<file path="src/rtl/int_ctrl_pkg.sv">
// Shared definitions for the interrupt controller and the PC register.
// FSM state encoding and the fixed handler entry address.
package int_ctrl_pkg;

    typedef enum logic [1:0] {
        ST_IDLE = 2'd0,
        ST_REQ  = 2'd1,
        ST_SVC  = 2'd2
    } int_state_t;

    localparam logic [31:0] INT_VECTOR = 32'h1C09_0000;

endpackage

</file>
<file path="src/rtl/int_sync.sv">
// Two-flop synchronizer for one asynchronous interrupt line.
// Asynchronous active-low reset clears both stages.
module int_sync (
    input  logic clk,
    input  logic rst,
    input  logic d,
    output logic q
);

    logic meta;

    always_ff @(posedge clk or negedge rst) begin
        if (!rst) begin
            meta <= 1'b0;
            q    <= 1'b0;
        end else begin
            meta <= d;
            q    <= meta;
        end
    end

endmodule

</file>
<file path="src/rtl/int_ctrl.sv">
// Single-level interrupt controller: edge detect, priority select, EPC capture.
// Define INT_CTRL_SYNC_EN to put a 2-flop synchronizer on every irq line.
module int_ctrl
    import int_ctrl_pkg::*;
#(
    parameter int NUM_IRQ = 8
) (
    input  logic                       clk,
    input  logic                       rst,
    input  logic [NUM_IRQ-1:0]         irq,
    input  logic [31:0]                new_pc,
    input  logic                       eret,
    input  logic                       cfg_we,
    input  logic [NUM_IRQ:0]           cfg_wdata,
    output logic                       int_req,
    output logic [31:0]                epc,
    output logic [$clog2(NUM_IRQ)-1:0] cause,
    output logic                       in_service,
    output logic [NUM_IRQ-1:0]         pending,
    output logic [NUM_IRQ-1:0]         mask,
    output logic                       gie
);

    localparam int CW = $clog2(NUM_IRQ);

    int_state_t state, state_nx;

    logic [NUM_IRQ-1:0] irq_s;
    logic [NUM_IRQ-1:0] irq_d;
    logic [NUM_IRQ-1:0] rise;
    logic [NUM_IRQ-1:0] eligible;
    logic [NUM_IRQ-1:0] claim;
    logic [CW-1:0]      sel_idx;
    logic               take;

`ifdef INT_CTRL_SYNC_EN
    for (genvar g = 0; g < NUM_IRQ; g++) begin : g_sync
        int_sync u_sync (
            .clk (clk),
            .rst (rst),
            .d   (irq[g]),
            .q   (irq_s[g])
        );
    end
`else
    assign irq_s = irq;
`endif

    assign rise     = irq_s & ~irq_d;
    assign eligible = gie ? (pending & mask) : '0;
    assign take     = (state == ST_IDLE) && (|eligible);

    // Isolate the lowest set bit of the eligible vector.
    assign claim = take ? (eligible & (~eligible + 1'b1)) : '0;

    always_comb begin
        sel_idx = '0;
        for (int i = NUM_IRQ - 1; i >= 0; i--) begin
            if (eligible[i]) sel_idx = CW'(i);
        end
    end

    always_ff @(posedge clk or negedge rst) begin
        if (!rst) begin
            irq_d   <= '0;
            pending <= '0;
            mask    <= '0;
            gie     <= 1'b0;
        end else begin
            irq_d   <= irq_s;
            // A fresh edge on the line being claimed keeps it pending.
            pending <= (pending & ~claim) | rise;
            if (cfg_we) begin
                mask <= cfg_wdata[NUM_IRQ-1:0];
                gie  <= cfg_wdata[NUM_IRQ];
            end
        end
    end

    always_ff @(posedge clk or negedge rst) begin
        if (!rst) begin
            cause <= '0;
            epc   <= '0;
        end else begin
            if (take) cause <= sel_idx;
            if (state == ST_REQ) epc <= new_pc;
        end
    end

    always_ff @(posedge clk or negedge rst) begin
        if (!rst) state <= ST_IDLE;
        else      state <= state_nx;
    end

    always_comb begin
        state_nx = state;
        unique case (state)
            ST_IDLE: if (take) state_nx = ST_REQ;
            ST_REQ:  state_nx = ST_SVC;
            ST_SVC:  if (eret) state_nx = ST_IDLE;
            default: state_nx = ST_IDLE;
        endcase
    end

    always_comb begin
        int_req    = 1'b0;
        in_service = 1'b0;
        unique case (1'b1)
            (state == ST_REQ): int_req    = 1'b1;
            (state == ST_SVC): in_service = 1'b1;
            default: ;
        endcase
    end

endmodule

</file>
<file path="config.mk">
export PLATFORM = sky130hd
export DESIGN_NAME = int_ctrl
export DESIGN_NICKNAME = d
export VERILOG_FILES = /design/src/rtl/int_ctrl_pkg.sv /design/src/rtl/int_sync.sv /design/src/rtl/int_ctrl.sv
export SDC_FILE = /design/constraint.sdc
export NUM_CORES = 1
export LEC_CHECK = 0
export ABC_AREA = 1
export BUFFER_PORTS_ARGS = -buffer_cell sky130_fd_sc_hd__buf_2
export CORE_ASPECT_RATIO = 1.25
export CORE_UTILIZATION = 45
export DETAILED_ROUTE_END_ITERATION = 10
export PLACE_DENSITY = 0.78
export SLEW_MARGIN = 20
export SYNTH_ARGS = -nofsm -noshare
export SYNTH_HDL_FRONTEND = slang
export SYNTH_SLANG_ARGS = --single-unit
</file>
<file path="constraint.sdc">
create_clock -name clk -period 1.4 [get_ports clk]
set_input_delay 0.28 -clock clk [delete_from_list [all_inputs] [get_ports clk]]
set_output_delay 0.28 -clock clk [all_outputs]
set_load 0.005 [all_outputs]
</file>
==> results of run 1 <==
-- power by group through the flow --
stage	sequential [mW]	combinational [mW]	clock (mW)
floorplan	2.87	1.25	0
global placement	2.84	2.24	0
finish	2.82	2.43	1.58
global route	2.89	2.77	1.69
detailed placement	2.85	2.32	0
CTS	2.82	2.39	1.62
-- layer usage --
metal,GRT usage,vias up
li1,-,1060
met1,0.242,985
met2,0.362,78
met3,0.0364,10
met4,0.111,0
met5,0,-
-- what timing repair did --
action | CTS | global route
resized for setup | 5 | 8
pin swaps | 1 | 5
gates cloned | 0 | 0
hold endpoints to repair | 62 | 0
buffers inserted | 2 | 3
hold buffers | 1 | 0
endpoints found under the setup margin | 7 | 10
-- per-stage QoR --
step                power (mW)  worst slack, ns
floorplan                 4.12            0.163
global placement          5.09           0.0480
detailed placement        5.17          -0.0732
CTS                       6.83          0.00897
global route              7.35          -0.0696
finish                    6.83          0.00536
-- final cells by class --
cell class                      count  area [um2]
Clock buffer                       12         155
Multi-Input combinational cell    176         927
Fill cell                         452        1960
Tap cell                           64        80.1
Timing Repair Buffer              120         662
Sequential cell                    62        1560
Clock inverter                      4        45.0
Inverter                           16        60.1
-- cell families (layout without fill, tap and decap cells) --
logic type             Yosys count  in the layout
and+or+nand+nor                157            157
buffers and inverters           24            152
AOI/OAI and AO/OA               11             11
DFF                             62             62
muxes                            8              8
-- state kept, by name, indices dropped and copies added (netlist names) --
register and flops:
state 2, epc 32, mask 8, cause 3, irq_d 8, gie 1
pending 8
-- placed cells by master, fill, tap and decap left out, drive strengths merged, types with 8 or more instances in the layout --
master,instances
nand2,129
inv,16
o21ai,10
nand3,15
buf,119
clkbuf,12
nor2,10
dfrtp,62
mux2,8
-- how the worst max path moves through the flow --
stage	slack [ns]	endpoint	startpoint	cells after the start
after floorplan	0.16	pending[4]	gie	7
after global placement	0.05	cause[0]	gie	9
after detailed placement	-0.07	pending[4]	gie	8
after CTS	0.009	cause[1]	gie	9
after global routing	-0.07	cause[1]	gie	9
final	0.005	pending[4]	gie	7
-- cell usage after synthesis, drive strengths merged --
cell,count,area [um2]
nand2,129,522
dfrtp,62,1550
inv,16,60.1
nand3,15,128
nor2,10,76.3
o21ai,10,50.1
buf,8,46.3
mux2,8,90.1
nand4,3,18.8
o21bai,1,7.51
==> impl_metrics.tcl, run 1 <==
set metrics [dict create \
    outcome "completed" \
    power.density_mw_per_mm2 1960 \
    reg2reg_slack_ns 0.005 \
    first_global_vias 2081 \
    syn_avg_cell_area_um2 9.73 \
    die-area_mm2 0.00597 \
    internal-power_mw 4.41 \
    clock_sinks 62 \
    crit_arrival_ns 1.62 \
    muxShareOfSynthArea 0.0353 \
    synth.net_count 315 \
    grt_pass1_wl_um 9520 \
    worstSetupPathType "flop to flop" \
    ys_warn_count 0 \
    synth_area_mm2 0.00255 \
    final_util 0.640 \
    vias 2133 \
    path_max_fanout 7 \
    cp.required_ns 1.63 \
    synth-simple-area-share 0.292 \
    first_pass_iters 4 \
    die_w_um 69.3 \
    finalSetupTns_ns 0 \
    place_congestion 0.866 \
    synthAdderAreaFrac 0 \
    critPathLaunchType "flop" \
    gr-usage-all-layers 0.207 \
    whs_ns 0.0561 \
    reg2reg_from "gie" \
    routed_wl_um 5710 \
    drt_iter0_markers 136 \
    leakage_nw 1.93 \
    area_delta_synth_final_pct 36.7 \
    route.antenna.remaining_nets 0 \
    synth_top_family_by_area "simple AND/OR/NAND/NOR gates" \
    initial_core_util 0.469 \
    grt_overflow_total 0 \
    crit_path_end_kind "flop" \
    yosysSeqAreaShare 0.608 \
    p_switching_mw 2.42 \
    top_layer "met4" \
    cp_top_family "simple AND/OR/NAND/NOR gates" \
    wirelength_met1_um 2430 \
    fin_cells 454 \
    max_stage_delay_ns 0.47 \
    r2r_cells 7 \
    setup_viol 0 \
    drc 0 \
    n_antenna_cell 0 \
    hp-class "primary input to flop" \
    cts_tree "yes" \
    ys_ff_latch 62 \
    h-tree-depth 3 \
    seqPwrFrac 0.413 \
    slew_viol_final 0 \
    wl_per_cell_um 12.6 \
    finalHoldViolations 0 \
    fmax_ghz 0.717 \
    antenna_found_initial 0 \
    clk_latency_ns 0.34 \
    reg2reg_to "pending[4]" \
    synth_compound_area_frac 0.0226 \
    finClkSkew_ns 0.00639 \
    wl_met3_um 248 \
    num_io_pins 107 \
    pwr-share-comb 0.356 \
    worst_pin_slew_ns 0.323 \
    grt_max_degree 63 \
    synthXorXnorAreaFrac 0 \
    place_inst 432 \
    hold_start "irq[0]" \
    design_area_mm2 0.00348 \
    die_h_um 86.2 \
    rsz0062_at_grt "yes" \
    place_area_mm2 0.00319 \
    via_per_inst 4.70 \
    cts_root_buf "clkbuf_8" \
    clock_path_buffers 2 \
    worstPathCellList "buf_6, nand3_2, nand2_2, nor2_4, nand3_4, o21ai_2, nand2_1" \
    synth.distinct_cells 20 \
    met2WireLength_um 2900 \
    clk_pin_slew_ns 0.07 \
    numCtsBuffers 9 \
    max_cap_viol_count 0 \
    crit_buf_inv 1 \
    portBuffers 106 \
    core_mm2 0.00544 \
    crit_slowest_cell "dfrtp_2" \
    dp_hpwl_um 3990 \
    ir_drop_uv 1370 \
    hold_path_end "irq_d[0]" \
    layout.nets 438 \
    switching_share 0.354 \
    fin_crit_ns 1.39 \
    fin_crit_sh 0.996 \
    hold_depth 1 \
    drive_gt1_frac 0.438 \
    synth_cells 262 \
    pwr-share-clk 0.231 \
    relSlewSlack 0.785 \
    rows 30 \
]
Power figures use the tool's default switching activity.
==> run 2, diff against run 1 <==
Settings changed: MAX_ROUTING_LAYER from default to met4.
==> run 2 against run 1 <==
Against the previous run: clock skew about the same; non-clock buffer count unchanged; clock power about the same; critical endpoint unchanged; critical path type unchanged.
==> impl_metrics.tcl, run 2 (same netlist as run 1, synthesis figures left out) <==
set metrics [dict create \
    outcome "completed" \
    place_congestion 0.880 \
    drive_gt1_frac 0.438 \
    setup_viol 0 \
    worstPathCellList "buf_6, nand3_2, nand2_2, nor2_4, nand3_4, o21ai_2, nand2_1" \
    crit_path_end_kind "flop" \
    hold_depth 1 \
    worst_pin_slew_ns 0.323 \
    r2r_cells 7 \
    wl_per_cell_um 12.6 \
    final_util 0.640 \
    place_inst 432 \
    cp_num_cells 7 \
    fin_crit_ns 1.40 \
    routed_wl_um 5700 \
    leakage_nw 1.93 \
    switching_share 0.354 \
    finClkSkew_ns 0.00656 \
    cts_tree "yes" \
    cp.required_ns 1.62 \
    hp-class "primary input to flop" \
    core_mm2 0.00544 \
    cp_top_family "simple AND/OR/NAND/NOR gates" \
    fin_cells 454 \
    clk_latency_ns 0.34 \
    grt_overflow_total 0 \
    grt_max_degree 63 \
    pwr-share-clk 0.231 \
    die_w_um 69.3 \
    critPathLaunchType "flop" \
    slew_viol_final 0 \
    fin_crit_sh 1.00 \
    area_delta_synth_final_pct 36.7 \
    seqPwrFrac 0.413 \
    rsz0062_at_grt "yes" \
    clk_pin_slew_ns 0.07 \
    dp_hpwl_um 3990 \
    internal-power_mw 4.41 \
    via_per_inst 4.74 \
    die-area_mm2 0.00597 \
    ir_drop_uv 1360 \
    numCtsBuffers 9 \
    mostFrequentLayoutCell "nand2_1" \
    p_switching_mw 2.41 \
    pwr-share-comb 0.356 \
    gr-usage-all-layers 0.215 \
    clock_sinks 62 \
    vias 2150 \
    max_stage_delay_ns 0.47 \
    drt_iter0_markers 129 \
    worstSetupPathType "flop to flop" \
    fmax_ghz 0.715 \
    rows 30 \
    crit_slowest_cell "dfrtp_2" \
    layout.nets 438 \
    first_global_vias 2077 \
    portBuffers 106 \
    power.density_mw_per_mm2 1960 \
    die_h_um 86.2 \
    num_io_pins 107 \
    route.antenna.remaining_nets 0 \
    cts_root_buf "clkbuf_8" \
    clock_path_buffers 2 \
    largest_register_ffs 32 \
    max_cap_viol_count 0 \
    n_antenna_cell 0 \
    initial_core_util 0.469 \
    first_pass_iters 4 \
    h-tree-depth 3 \
    antenna_found_initial 0 \
    path_max_fanout 7 \
    regMostFlops "epc" \
    crit_arrival_ns 1.62 \
    crit_buf_inv 1 \
    drc 0 \
    final_cell_mix "122 x nand2_1, 106 x buf_2, 59 x dfrtp_1, 12 x inv_1, 11 x clkbuf_8" \
    relSlewSlack 0.785 \
    grt_pass1_wl_um 9540 \
    finalHoldViolations 0 \
]
[run 2: final timing paths]
check	start	to	slack, ns
min in group asynchronous	rst	epc[18]	0.48
hold reg to reg	irq_d[2]	pending[2]	0.42
setup / recovery	gie	pending[4]	0.0004
max in group asynchronous	rst	state[1]	0.64
setup reg to reg	gie	pending[4]	0.0004
hold / removal	irq[0]	irq_d[0]	0.06
[run 2: worst register-to-register path: stages, from the launching register on]
cell     delay, ns
dfrtp_2       0.47
buf_6         0.15
nand3_2       0.08
nand2_2       0.08
nor2_4        0.17
nand3_4       0.12
o21ai_2       0.14
nand2_1       0.08
[run 2: power groups by stage]
stage / registers (mW) / clock network (mW) / logic (mW)
3_3_place_gp: 2.84 / 0 / 2.24
3_5_place_dp: 2.85 / 0 / 2.32
4_1_cts: 2.82 / 1.62 / 2.39
6_report: 2.82 / 1.58 / 2.43
5_1_grt: 2.89 / 1.70 / 2.77
2_1_floorplan: 2.87 / 0 / 1.25
[run 2: layout make-up]
type	count	area (um2)
clock buffers	12	155
well taps	64	80.1
inverters	16	60.1
flip-flops and latches	62	1560
clock inverters	4	45.0
repair buffers	120	662
fillers	452	1960
multi-input cells	176	927
[run 2: through the flow]
step / hold WS (ns) / TNS, ns / worst slack [ns] / total power, mW / cell area, um2
after floorplan: -0.0156 / 0 / 0.163 / 4.12 / 2550
after global placement: 0.316 / 0 / 0.0480 / 5.09 / 3190
after detailed placement: 0.319 / -0.139 / -0.0732 / 5.17 / 3190
after CTS: 0.0410 / 0 / 0.00897 / 6.83 / 3430
after global routing: 0.0419 / -0.278 / -0.0701 / 7.36 / 3480
final: 0.0579 / 0 / 0.000428 / 6.82 / 3480
[run 2: per-layer routing]
metal,GRT usage,wire length (um),vias to the layer above
met1,0.244,2390,994
met5,-,0,-
li1,-,-,1063
met2,0.362,2930,84
met3,0.0505,285,9
met4,0.0946,97,0
[run 2: repair_timing]
action / CTS / global route
buffers inserted: 2 / 3
hold buffers: 1 / 0
resized for setup: 5 / 8
pin swaps: 1 / 5
hold endpoints to repair: 62 / 0
setup endpoints to repair: 7 / 11
==> run 3, diff against run 2 <==
Settings changed: ABC_AREA 1 to default, CTS_BUF_LIST from default to sky130_fd_sc_hd__clkbuf_16, PLACE_DENSITY 0.78 to 0.79, TNS_END_PERCENT from default to 100.
==> run 3 against run 2 <==
Against the previous run: the flow now finishes with violations (negative setup slack); highest routed layer unchanged; sequential share of layout area shrank 1.8 points; synthesized cell count decreased by 34%; power is 9.3% higher; largest power group unchanged; die area is 5.1% lower; design area up 4.0%; first-iteration DRC count decreased by 17%; flip-flop and latch count did not move; combinational power about the same.
==> impl_metrics.tcl, run 3 <==
set metrics [dict create \
    layout.nets 365 \
    drc 0 \
    core_mm2 0.00512 \
    h-tree-depth 3 \
    ys_ff_latch 62 \
    finalSetupTns_ns -0.420 \
    slew_viol_final 0 \
    yosys-top-cells-area "dfrtp_1 64%, mux2_1 15%, mux2_2 3.7%" \
    fmax_ghz 0.678 \
    dp_slack_ns -0.0676 \
    synth_cells 173 \
    synth_top_area_frac 0.642 \
    finalPower_mw 7.46 \
    finClkSkew_ns 0.00491 \
    nFillCells 361 \
    grt_overflow_total 0 \
    first_global_vias 1940 \
    numCtsBuffers 9 \
    outcome "complete, but fails checks" \
    vias 1871 \
    num_io_pins 107 \
    clock_sinks 62 \
    ys_async_sr_fraction 1.00 \
    multi_input_area_um2 821 \
    ys_warn_count 0 \
    cts_root_buf "clkbuf_16" \
    synth_most_common_cell "dfrtp_1" \
    ys.flop_type "dfrtp_1" \
    routed_wl_um 5470 \
    fin_crit_ns 1.47 \
    place_inst 354 \
    synth_top_area_cell "dfrtp_1" \
    regArea_mm2 0.00155 \
    leakage_nw 1.81 \
    finalHoldViolations 0 \
    antenna_found_initial 0 \
    via_per_inst 4.94 \
    clk_latency_ns 0.32 \
    crit_path_end_kind "flop" \
    grt_max_degree 63 \
    regMostFlops "epc" \
    die_w_um 67.5 \
    rsz0062_at_grt "yes" \
    place_area_mm2 0.00317 \
    relSlewSlack 0.789 \
    setup_viol 22 \
    yosysSeqAreaShare 0.642 \
    critPathLaunchType "flop" \
    die-area_mm2 0.00567 \
    cp.required_ns 1.60 \
    cts_tree "yes" \
    hp-class "primary input to flop" \
    grt_pass1_wl_um 8750 \
    place_congestion 0.847 \
    ir_drop_uv 1060 \
    die_h_um 83.9 \
    design_area_mm2 0.00362 \
    dp_hpwl_um 3720 \
    path_max_fanout 3 \
    pwr-share-comb 0.322 \
    fin_cells 379 \
    rows 29 \
    portBuffers 106 \
    internal-power_mw 5.38 \
    wl_per_cell_um 14.4 \
    synth_commonest_cells "62 x dfrtp_1, 33 x mux2_1, 12 x nand2_1, 11 x inv_1, 8 x mux2_2" \
    drive_gt1_frac 0.505 \
    mostFrequentLayoutCell "buf_2" \
    synth.net_count 226 \
    clk_pin_slew_ns 0.05 \
    fin_ws_ns -0.0743 \
    synth_edf_count 0 \
    fin_crit_sh 1.05 \
    synth_area_mm2 0.00242 \
    drt_iter0_markers 107 \
    synth.distinct_cells 25 \
    syn_avg_cell_area_um2 14.0 \
    n_antenna_cell 0 \
    reg2reg_slack_ns -0.07 \
    worst_pin_slew_ns 0.317 \
    first_pass_iters 4 \
    gr-usage-all-layers 0.213 \
    largest_register_ffs 32 \
    violations "negative setup slack" \
    max_cap_viol_count 0 \
    final_cell_mix "105 x buf_2, 62 x dfrtp_1, 32 x mux2_1, 18 x buf_4, 12 x nand2_1" \
    area_delta_synth_final_pct 50.0 \
    p_switching_mw 2.08 \
    clock_path_buffers 2 \
    pwr-share-clk 0.307 \
    seqPwrFrac 0.371 \
    crit_arrival_ns 1.68 \
    initial_core_util 0.472 \
    route.antenna.remaining_nets 0 \
    worstSetupPathType "flop to flop" \
    power.density_mw_per_mm2 2060 \
    switching_share 0.279 \
]
-- run 3: changes by cell type after synthesis, sizes merged, moves of 4 or more --
cell	delta
nor2	-8
nand3	-12
a22oi	+4
mux2	+33
inv	-5
a22o	+6
nand2	-117
buf	-4
-- run 3: metal layers --
layer / global-route usage / vias to the layer above / share of wire
li1: - / 896 / -
met2: 0.353 / 74 / 0.53
met1: 0.250 / 895 / 0.40
met3: 0.0396 / 6 / 0.052
met4: 0.0793 / 0 / 0.012
met5: - / - / 0
-- run 3: power by group through the flow --
stage / logic (mW) / registers, mW / clock network [mW]
2_1_floorplan: 0.930 / 2.84 / 0
3_3_place_gp: 2.08 / 2.74 / 0
3_5_place_dp: 2.14 / 2.78 / 0
4_1_cts: 2.32 / 2.76 / 2.32
5_1_grt: 2.65 / 2.84 / 2.40
6_report: 2.41 / 2.77 / 2.29
-- run 3: worst max-delay path, cell delays in order (launching register included) --
cell and delay (ns):
dfrtp_1 0.38, or3b_4 0.44, a41oi_4 0.22, mux2_4 0.32
-- run 3: area by class of cell --
class / count / area share
clock inverters: 7 / 0.0245
well taps: 62 / 0.0214
multi-input cells: 95 / 0.226
inverters: 11 / 0.0114
clock buffers: 9 / 0.0621
repair buffers: 133 / 0.226
flip-flops and latches: 62 / 0.428
-- run 3: worst paths after layout --
check	end	from	depth (start not counted)
min reg2reg	pending[5]	irq_d[5]	1
min	irq_d[5]	irq[5]	1
max reg2reg	cause[0]	state[1]	3
max	cause[0]	state[1]	3
min in group asynchronous	irq_d[0]	rst	3
max in group asynchronous	mask[4]	rst	3
-- run 3: per-stage QoR --
step	utilization	hold WS, ns
global placement	0.620	0.308
global route	0.708	0.0751
detailed placement	0.620	0.312
CTS	0.696	0.0773
floorplan	-	-0.0156
finish	0.708	0.0800
-- run 3: timing repair --
item,in CTS,in global routing
setup buffers,2,4
hold endpoints to repair,62,0
endpoints found under the setup margin,4,39
cloned,1,1
hold buffers,1,0
resized for setup,4,4
pin swaps,2,4
-- run 3: cell families (layout without fill, tap and decap cells) --
family                 after synthesis  in the layout  synth area share
and+or+nand+nor                     25             25            0.0513
muxes                               41             41             0.191
buffers and inverters               16            160            0.0269
DFF                                 62             62             0.642
AOI/OAI and AO/OA                   29             29            0.0886
